==> config.mk <==
export PLATFORM = sky130hd
export DESIGN_NAME = control_rw_flow
export DESIGN_NICKNAME = d
export VERILOG_FILES = /design/src/rtl/control_rw_flow_pkg.sv /design/src/rtl/control_rw_flow_timeout_counter.sv /design/src/rtl/control_rw_flow.sv
export SDC_FILE = /design/constraint.sdc
export NUM_CORES = 1
export LEC_CHECK = 0
export BUFFER_PORTS_ARGS = -buffer_cell sky130_fd_sc_hd__buf_2
export CAP_MARGIN = 40
export CORE_MARGIN = 1
export CORE_UTILIZATION = 38
export CTS_BUF_LIST = sky130_fd_sc_hd__clkbuf_8
export DETAILED_ROUTE_END_ITERATION = 7
export GPL_TIMING_DRIVEN = 0
export PLACE_DENSITY = 0.69
export SLEW_MARGIN = 20
export SYNTH_ARGS = -nofsm -noshare
export SYNTH_HDL_FRONTEND = slang
export SYNTH_HIERARCHICAL = 1
export SYNTH_SLANG_ARGS = --single-unit
==> constraint.sdc <==
create_clock -name Clk -period 3.04 [get_ports Clk]
set_input_delay 0.304 -clock Clk [delete_from_list [all_inputs] [get_ports Clk]]
set_output_delay 0.304 -clock Clk [all_outputs]
set_load 0.02 [all_outputs]
==> src/rtl/control_rw_flow_pkg.sv <==
// Shared definitions for the read/transmit flow controller: state encoding,
// transfer-mode constants and the default WAIT timeout.
package control_rw_flow_pkg;

  typedef logic [2:0] state_t;

  localparam state_t ST_IDLE  = 3'd0;
  localparam state_t ST_CHECK = 3'd1;
  localparam state_t ST_READ  = 3'd2;
  localparam state_t ST_START = 3'd3;
  localparam state_t ST_WAIT  = 3'd4;

  localparam logic MODE_SERIAL   = 1'b0;
  localparam logic MODE_PARALLEL = 1'b1;

  localparam int DEFAULT_TIMEOUT_CYCLES = 64;

endpackage

==> src/rtl/control_rw_flow_timeout_counter.sv <==
// Cycle counter used while the controller waits on the transceiver.
// done is high on the LIMIT-th consecutive enabled cycle since the last clear.
module timeout_counter #(
  parameter int LIMIT = 64
) (
  input  logic Clk,
  input  logic Reset,
  input  logic clear,
  input  logic enable,
  output logic done
);

  localparam int CW = (LIMIT > 1) ? $clog2(LIMIT + 1) : 1;

  logic [CW-1:0] count;

  // Count enabled cycles; clear wins over enable so each WAIT visit starts at zero.
  always_ff @(posedge Clk) begin
    if (Reset || clear) begin
      count <= '0;
    end else if (enable && !done) begin
      count <= count + CW'(1);
    end
  end

  // Terminal count: this is the last cycle allowed before abort.
  always_comb begin
    done = (count == CW'(LIMIT - 1));
  end

endmodule

==> src/rtl/control_rw_flow.sv <==
// Read/transmit flow controller: pops one word from the data buffer, starts the
// transceiver, waits for it to finish, and repeats while the key stays active.
//
// Handshake: RdEn and TxStart are one-cycle strobes with no back-pressure.
// TxBusy is the transceiver's completion signal; it is expected to rise the
// cycle after TxStart and fall once the word has gone out.
module control_rw_flow
  import control_rw_flow_pkg::*;
#(
  parameter int TIMEOUT_CYCLES = DEFAULT_TIMEOUT_CYCLES,
  parameter int COUNT_WIDTH    = 8
) (
  input  logic                   Clk,
  input  logic                   Reset,
  input  logic                   Active,
  input  logic                   Mode,
  input  logic                   Empty,
  input  logic                   TxBusy,
  output logic                   RdEn,
  output logic                   TxStart,
  output logic                   TxMode,
  output logic                   Busy,
  output logic [COUNT_WIDTH-1:0] WordCount,
  output logic                   TimeoutErr,
  output logic [2:0]             fsm_state
);

  state_t state;
  state_t state_next;
  logic   wait_done;
  logic   wait_clear;
  logic   wait_enable;

  assign wait_clear  = (state != ST_WAIT);
  assign wait_enable = (state == ST_WAIT) && TxBusy;

  timeout_counter #(
    .LIMIT (TIMEOUT_CYCLES)
  ) u_timeout (
    .Clk    (Clk),
    .Reset  (Reset),
    .clear  (wait_clear),
    .enable (wait_enable),
    .done   (wait_done)
  );

  // Next-state logic; Active dropping mid-word is only honoured back in CHECK.
  always_comb begin
    state_next = state;
    case (state)
      ST_IDLE:  if (Active) state_next = ST_CHECK;
      ST_CHECK: begin
        if (!Active)                  state_next = ST_IDLE;
        else if (!Empty && !TxBusy)   state_next = ST_READ;
      end
      ST_READ:  state_next = ST_START;
      ST_START: state_next = ST_WAIT;
      ST_WAIT: begin
        if (!TxBusy)        state_next = ST_CHECK;
        else if (wait_done) state_next = ST_IDLE;
      end
      default:  state_next = ST_IDLE;
    endcase
  end

  // State, strobes and session bookkeeping; strobes are registered so a reset
  // edge cancels any strobe that would otherwise follow it.
  always_ff @(posedge Clk) begin
    if (Reset) begin
      state      <= ST_IDLE;
      RdEn       <= 1'b0;
      TxStart    <= 1'b0;
      TxMode     <= MODE_SERIAL;
      WordCount  <= '0;
      TimeoutErr <= 1'b0;
    end else begin
      state   <= state_next;
      RdEn    <= (state_next == ST_READ);
      TxStart <= (state_next == ST_START);
      if (state == ST_IDLE && Active) begin
        TxMode     <= Mode;
        WordCount  <= '0;
        TimeoutErr <= 1'b0;
      end
      if (state == ST_WAIT && !TxBusy && WordCount != '1) begin
        WordCount <= WordCount + COUNT_WIDTH'(1);
      end
      if (state == ST_WAIT && TxBusy && wait_done) begin
        TimeoutErr <= 1'b1;
      end
    end
  end

  // Status decode.
  always_comb begin
    Busy      = (state != ST_IDLE);
    fsm_state = state;
  end

endmodule

==> results of run 1 <==
-- placed cells by master, fill, tap and decap left out, drive strengths merged, types with 2 or more instances in the layout --
cell	synthesis	layout
nand2b	2	2
nand3	6	6
a211o	3	3
ha	2	2
xnor2	2	2
and4	3	3
or2	2	2
dfxtp	22	22
nor3	2	2
nand4b	2	2
mux2i	2	2
nand2	10	10
a31oi	5	5
or3	2	2
nor4	2	2
o21ai	2	2
nor2	8	8
a21oi	6	6
and3	5	5
a211oi	2	2
buf	2	23
clkbuf	2	6
a21o	2	2
inv	5	5
-- tightest hold or removal path, cell delays in order --
cell	delay [ns]
sky130_fd_sc_hd__buf_2	0.09
sky130_fd_sc_hd__nand2_1	0.05
sky130_fd_sc_hd__a21oi_1	0.05
-- where the power goes --
part,switching (mW),internal [mW],total (mW)
clock network,0.0924,0.115,0.208
registers,0.00330,0.291,0.294
logic,0.0236,0.0136,0.0372
-- cell families after synthesis --
kind of cell	Yosys count
multiplexers	3
AO/OA/AOI/OAI	32
AND/OR/NAND/NOR	50
flip-flops	22
XOR/XNOR	3
adder cells (fa/ha/maj)	2
buffers and inverters	9
-- routing by layer --
| metal | share of wire, % | vias up | global-route usage [%] |
|---|---|---|---|
| li1 | - | 505 | - |
| met1 | 48 | 469 | 17.8 |
| met2 | 49 | 14 | 27.2 |
| met3 | 3.0 | 2 | 2.79 |
| met4 | 0.36 | 0 | 4.18 |
| met5 | 0 | - | 0 |
-- sequential cells by signal, indices dropped and copies added, names as in the netlist --
name,count
TimeoutErr,1
RdEn,1
fsm_state,3
WordCount,8
TxStart,1
TxMode,1
u_timeout/count,7
-- layout make-up --
cell class,instances,share of cell area (%)
Buffer,4,2.01
Sequential cell,22,33.7
Multi-Input combinational cell,90,47.6
Clock buffer,4,4.21
Timing Repair Buffer,21,8.05
Inverter,5,1.44
Tap cell,31,2.97
-- worst max-delay path by stage --
stage	from	end	slack, ns	cells past startpoint
after detailed placement	TxBusy	WordCount[7]$_SDFFE_PP0P_	1.22	5
after CTS	fsm_state[2]$_SDFF_PP0_	WordCount[7]$_SDFFE_PP0P_	1.22	5
after global routing	fsm_state[2]$_SDFF_PP0_	WordCount[7]$_SDFFE_PP0P_	1.11	5
after floorplan	fsm_state[2]$_SDFF_PP0_	WordCount[5]$_SDFFE_PP0P_	1.25	6
final	fsm_state[2]$_SDFF_PP0_	WordCount[5]$_SDFFE_PP0P_	1.25	5
after global placement	TxBusy	WordCount[5]$_SDFFE_PP0P_	1.26	5
-- stage by stage --
step | worst slack, ns | utilization (%)
after floorplan | 1.25 | -
after global placement | 1.26 | 45.4
after detailed placement | 1.22 | 45.4
after CTS | 1.22 | 47.4
after global routing | 1.11 | 47.4
final | 1.25 | 47.4
==> results, run 1 <==
- For the pin with the worst max-slew slack, the measured transition is 0.485 ns.
- The overall power after layout is 539 µW.
- Of the post-synthesis cell area, the dominant cell type holds 39.8%.
- The worst hold path class is input port to flip-flop.
- The total leakage power is 0.554 nW.
- The power per cell area is 413 mW/mm².
- The via count of the first global-routing pass came to 915.
- The die extent in y is 56.0 µm.
- The number of vias after detailed routing is 990.
- The worst hold margin is 0.283 ns.
- In this run the critical register-to-register path is captured at WordCount[5]$_SDFFE_PP0P_.
- In this run, post-CTS repair resized a total of 0 instances.
- The most used flip-flop cell after synthesis is sky130_fd_sc_hd__dfxtp_1.
- Setup repair after global routing left no endpoint under its margin.
- The number of design-rule violations left by the first detailed-router iteration is 13.
- The vias per cell is 5.59.
- The area taken by multi-input logic gates is 622 µm².
- The path with the worst hold slack has its endpoint at TxMode$_SDFFE_PP0P_.
- The cell type group with the largest total delay on the critical path is simple AND/OR/NAND/NOR gates.
- In the synthesized netlist, the cells that appear most often are sky130_fd_sc_hd__dfxtp_1 (22), sky130_fd_sc_hd__nand2_1 (10), sky130_fd_sc_hd__nor2_1 (8).
- The largest single stage delay on the critical path is 0.48 ns.
- The post-route antenna net violation count is 0.
- Timing would allow up to 559 MHz.
- Setup violations remaining at the end of the flow were counted as 0.
- The number of optimization iterations in the first detailed-route pass is 4.
- The worst clock skew on the final layout is 0.00535 ns.
- The Yosys step of the flow raised 6 warnings.
- The worst setup path is of the flip-flop to flip-flop kind.
- The worst setup path is launched from a flip-flop.
- For this design the top-level I/O count stands at 22.
- STA classifies the critical path endpoint as a flip-flop.
- The number of slew-limit violations in the final report is 0.
- The filler cells instantiated in the layout total 270.
- After detailed placement, the design holds a cell count of 173.
- The number of setup buffers added after CTS is 0.
- In this run the critical register-to-register path is launched from fsm_state[2]$_SDFF_PP0_.
- The worst pin sits at a relative slew slack of 67.7%.
- Cells with a size suffix above 1 make up 24.0% of the layout.
- Registers take 440 µm².
- The number of antenna repair diodes is 0.
- Along the worst path, the maximum fanout reaches 9.
- The depth of the most critical reg-to-reg path is 5.
- The largest total area in the synthesized netlist belongs to sky130_fd_sc_hd__dfxtp_1.
- In the routed design, unresolved DRC markers number 0.
- The slowest stage of the critical path belongs to the cell sky130_fd_sc_hd__or4b_4.
- The residual overflow from global routing is 0.
- Once layout is done, the placed cells without fillers occupy 0.00131 mm².
- The total area inside the core boundary comes to 0.00276 mm².
- The clock edge transition at the registers on the reported setup and hold paths is 0.08 ns.
- The number of CTS-inserted buffers is 3.
- The die footprint is 0.00313 mm².
- The initial core utilization is 40.2%.
- By area the synthesized netlist is led by sky130_fd_sc_hd__dfxtp_1 (40%), sky130_fd_sc_hd__nand2_1 (3.4%), sky130_fd_sc_hd__a31oi_1 (2.8%), sky130_fd_sc_hd__nand3_1 (2.7%), sky130_fd_sc_hd__nor2_1 (2.7%).
- The flop-to-flop setup slack is 1.25 ns.
- The post-synthesis cell area is 0.00111 mm².
- The signal on the critical path passes through buf_4 > or4b_4 > a211oi_1 > and3_1 > a211o_1.
- The proportion of synthesized chip area in sequential cells is 39.8%.
- The synthesized design contains 0 enable-type register cells.
- Of all flip-flops after synthesis, the portion carrying an async set or reset was 0%.
- The worst path in the final design needs a cycle of 1.79 ns, including I/O delays and setup.
- TritonCTS built the clock tree.
- The most common cell in the synthesized netlist is sky130_fd_sc_hd__dfxtp_1.
- After floorplanning, the core was divided into 19 placement rows.
- The wire length per cell is 12.7 µm.
- After technology mapping, the gate count stands at 121.
- Each instance of the synthesized netlist takes up on average 9.15 µm².
- The synthesized netlist devotes 21.7% of its cell area to compound gates.
- In this run the most critical hold path is launched from Mode.
- The worst hold path stage count is 3.
- At the end of routability-driven placement, the weighted congestion stood at 0.753.
- The number of buffers and inverters on the critical path is 1.
- The cts-stage hold buffer count is 0.
- The post-route non-filler standard cell count is 177.
- The peak ir drop on the vdd network is 290 µV.
- The number of flip-flops and latches in the synthesized netlist is 22.
- The pin count of the biggest net entering global routing is 13.
- The adder-cell area share of the yosys netlist is 2.26%.
- Max-cap violations in this run came to 0.
- STA puts the critical path data arrival time at 2.00 ns.
- The root buffer cell is sky130_fd_sc_hd__clkbuf_8.
- By area, the combinational part of the netlist is dominated by simple AND/OR/NAND/NOR gates.
- The placed standard-cell area is 0.00125 mm².
- The global-route wire length before repair is 3860 µm.
- After Yosys synthesis, XOR and XNOR cells account for 2.37% of the synthesized area.
- The total of buffers placed on input and output ports is 21.
- Summing the areas of all and, or, nand and nor instances in the mapped netlist gives 27.0% of the synthesized area.
- The final hold violation count is 0.
- The netlist uses 49 different library cells.
- The HPWL after detailed placement is 1690 µm.
- The total number of clock tree sinks is 22.
- For the worst-skew pair, the clock arrives at the later sink with an insertion delay of 0.26 ns.
- The post-route setup TNS is 0 ns.
- At the worst endpoint, the required time is 3.25 ns.
- The run finished with clean final reports.
- In this run the deepest clock path goes through 2 buffers.
- The number of levels the H-tree was split into is 1.
- The post-route clock period utilization is 58.8%.
- The portion of synthesized area spent on multiplexers is 2.82%.
- The area growth from synthesis to layout is 18.0%.
- The initial antenna violation count is 0.
- Across every metal layer, demand over resource in global routing totals 14.9%.
- The net count after synthesis is 129.
- The total wire length after detailed routing is 2250 µm.
- The number of nets in the finished design is 155.
- The floorplan step set the die width to 56.0 µm.
No activity file was read; power rests on OpenSTA's default activity.
==> run 2, diff against run 1 <==
PLACE_DENSITY = 0.71   (was 0.69)
clock period = 1.6 ns   (was 3.04 ns; I/O delays follow)
==> results, run 2 (synthesized netlist as in run 1, its figures left out) <==
- The clock net in this run drives a total of 22 sinks.
- Global routing finished with a remaining overflow of 0.
- The standard cell with the maximum stage delay on the critical path is sky130_fd_sc_hd__or4b_4.
- The filler cells instantiated in the layout total 253.
- The HPWL after detailed placement is 1740 µm.
- The flow ran to the end, but the final reports show violations.
- The post-route netlist has 39.2% of its cells at a drive strength greater than 1.
- The initial antenna violation count came to 0.
- The final estimated routing congestion in global placement is 0.830.
- The post-route clock period utilization is 103%.
- The root buffer cell is sky130_fd_sc_hd__clkbuf_8.
- Net switching is 21.3% of the power.
- The first TritonRoute pass finished after 4 iterations.
- After floorplanning, the core was divided into 19 placement rows.
- The element type at the critical path start is a flip-flop.
- The top-level I/O count is 22.
- The clock network is responsible for 44.3% of the overall power.
- The maximum root-to-sink buffer count is 2.
- The highest net fanout along the worst path is 5.
- The fmax is 608 MHz.
- Setup repair after global routing could not meet its margin everywhere.
- The final reports fail on setup timing.
- The total wire length after detailed routing is 2750 µm.
- The delay of the slowest cell on the worst path is 0.55 ns.
- CTS built an H-tree with a depth of 1.
- The final hold violation count came to 0.
- The detailed router placed 1061 vias in this run.
- Subtracting the final worst setup slack from the clock period gives 1.65 ns.
- The global-route wire length before repair is 3980 µm.
- Summed over all cells, the static leakage comes to 0.612 nW.
- STA puts the critical path data required time at 1.76 ns.
- Walking the worst path, the cells encountered are or4b_4 > buf_8 > a21oi_4 > nor3_4 > mux2_4.
- The number of antenna repair diodes is 0.
- The sequential share of power is 47.0%.
- The worst setup path category is flip-flop to flip-flop.
- The kind of cell with the highest combined delay along the critical path is simple AND/OR/NAND/NOR gates.
- The initial core utilization is 40.2%.
- In this run, the combinational gates consume 8.8% of the power.
- The number of design-rule violations left by the first detailed-router iteration is 46.
- WordCount holds more flip-flops than any other register.
- The overall power after layout is 1.18 mW.
- The internal power component is 928 µW.
- Across the run, the number of max-cap violations was 0.
- Counting both buffers and inverters, the worst setup path holds a total of 1.
- TritonCTS built the clock tree.
- The via count of the first global-routing pass came to 929.
- In this run the power spent charging and discharging nets is 251 µW.
- VDD sags by at most 833 µV.
- The number of flip-flops in the largest register is 8.
- The worst clock skew on the final layout is 0.00106 ns.
- The horizontal extent of the die is 56.0 µm.
- After detailed routing, the number of remaining DRC violations is 0.
- The number of slew-limit violations in the final report is 0.
- The die extent in y is 56.0 µm.
- The min-delay analysis places its worst path in the category input port to flip-flop.
- The most common cell after layout, fill and taps aside is sky130_fd_sc_hd__buf_2.
- For this run, the total global-route usage over all layers was measured as 15.9%.
- The clock insertion delay at the later pin of the skew report is 0.26 ns.
- The worst setup path is captured at a flip-flop.
- The tightest slew margin relative to the limit is 63.4%.
- The area overhead of the layout relative to synthesis is 33.1%.
- The total of buffers placed on input and output ports is 21.
- Buffers inserted to repair hold after CTS numbered 0.
- The power per cell area is 800 mW/mm².
- The top cell types in the final layout, fill and taps aside, are sky130_fd_sc_hd__buf_2 (21), sky130_fd_sc_hd__dfxtp_1 (19), sky130_fd_sc_hd__nand2_1 (10).
- The slew at the pin closest to its max-slew limit is 0.550 ns.
- STA puts the critical path data arrival time at 1.81 ns.
- After layout, the worst setup slack is -0.0461 ns.
- The vias per cell is 5.77.
- The worst hold margin is 0.126 ns.
- The area of the core is 0.00276 mm².
- Setup violations remaining at the end of the flow were counted as 4.
- Dividing the detail-routed wire length by the instance count gives 15.0 µm.
- The clock edge transition at the registers on the reported setup and hold paths is 0.08 ns.
- The die footprint is 0.00313 mm².
- Entering global routing, the biggest net connects 14 pins.
- The post-route antenna net violation count is 0.
- The number of nets in the finished design is 162.
- Counting the buffers created by CTS gives 3.
## run 2: tightest hold or removal path, stage by stage
cell and delay [ns]:
sky130_fd_sc_hd__buf_2 0.09, sky130_fd_sc_hd__nand2_1 0.04, sky130_fd_sc_hd__a21oi_1 0.05
## run 2: what timing repair did
action                                  CTS  global route
resized for setup                        10            10
pin swaps                                 5             2
endpoints found under the setup margin    8            16
setup buffers                             6             3
## run 2: layer usage
layer	routed length [µm]	global-route usage [%]
met1	1200	18.8
met2	1360	26.2
met3	151	5.35
met4	37	6.62
met5	0	0
## run 2: final timing paths
path                            from                   endpoint  slack, ns  cells after the start
min                             Mode        TxMode$_SDFFE_PP0P_       0.13                      3
min reg2reg      TxMode$_SDFFE_PP0P_        TxMode$_SDFFE_PP0P_       0.46                      2
max          fsm_state[0]$_SDFF_PP0_  WordCount[0]$_SDFFE_PP0P_      -0.05                      5
max reg2reg  fsm_state[0]$_SDFF_PP0_  WordCount[0]$_SDFFE_PP0P_      -0.05                      5
## run 2: metrics by stage
stage	utilization (%)	TNS [ns]	cells	setup slack (ns)	cell area, µm²
global route	53.4	-0.521	184	-0.105	1470
detailed placement	46.1	-0.674	173	-0.217	1270
floorplan	-	-0.175	121	-0.0652	1130
global placement	46.1	-0.402	173	-0.151	1270
finish	53.4	-0.143	184	-0.0461	1470
CTS	51.0	-0.112	181	-0.0371	1410
## run 2: area by class of cell
type                       instances  area [µm²]  area share, %
inverter                           5        18.8           1.27
clock buffer                       3        41.3           2.80
sequential                        22         452           30.6
tap                               31        38.8           2.63
buffer                             2        18.8           1.27
timing repair buffer              30         173           11.7
multi-input combinational         90         702           47.6
clock inverter                     1        30.0           2.04
## run 2: power groups by stage
stage | logic [mW] | registers [mW] | clock network, mW
floorplan | 0.0412 | 0.576 | 0
global placement | 0.0730 | 0.571 | 0
detailed placement | 0.0740 | 0.571 | 0
CTS | 0.0900 | 0.555 | 0.523
global route | 0.111 | 0.554 | 0.540
finish | 0.103 | 0.554 | 0.522
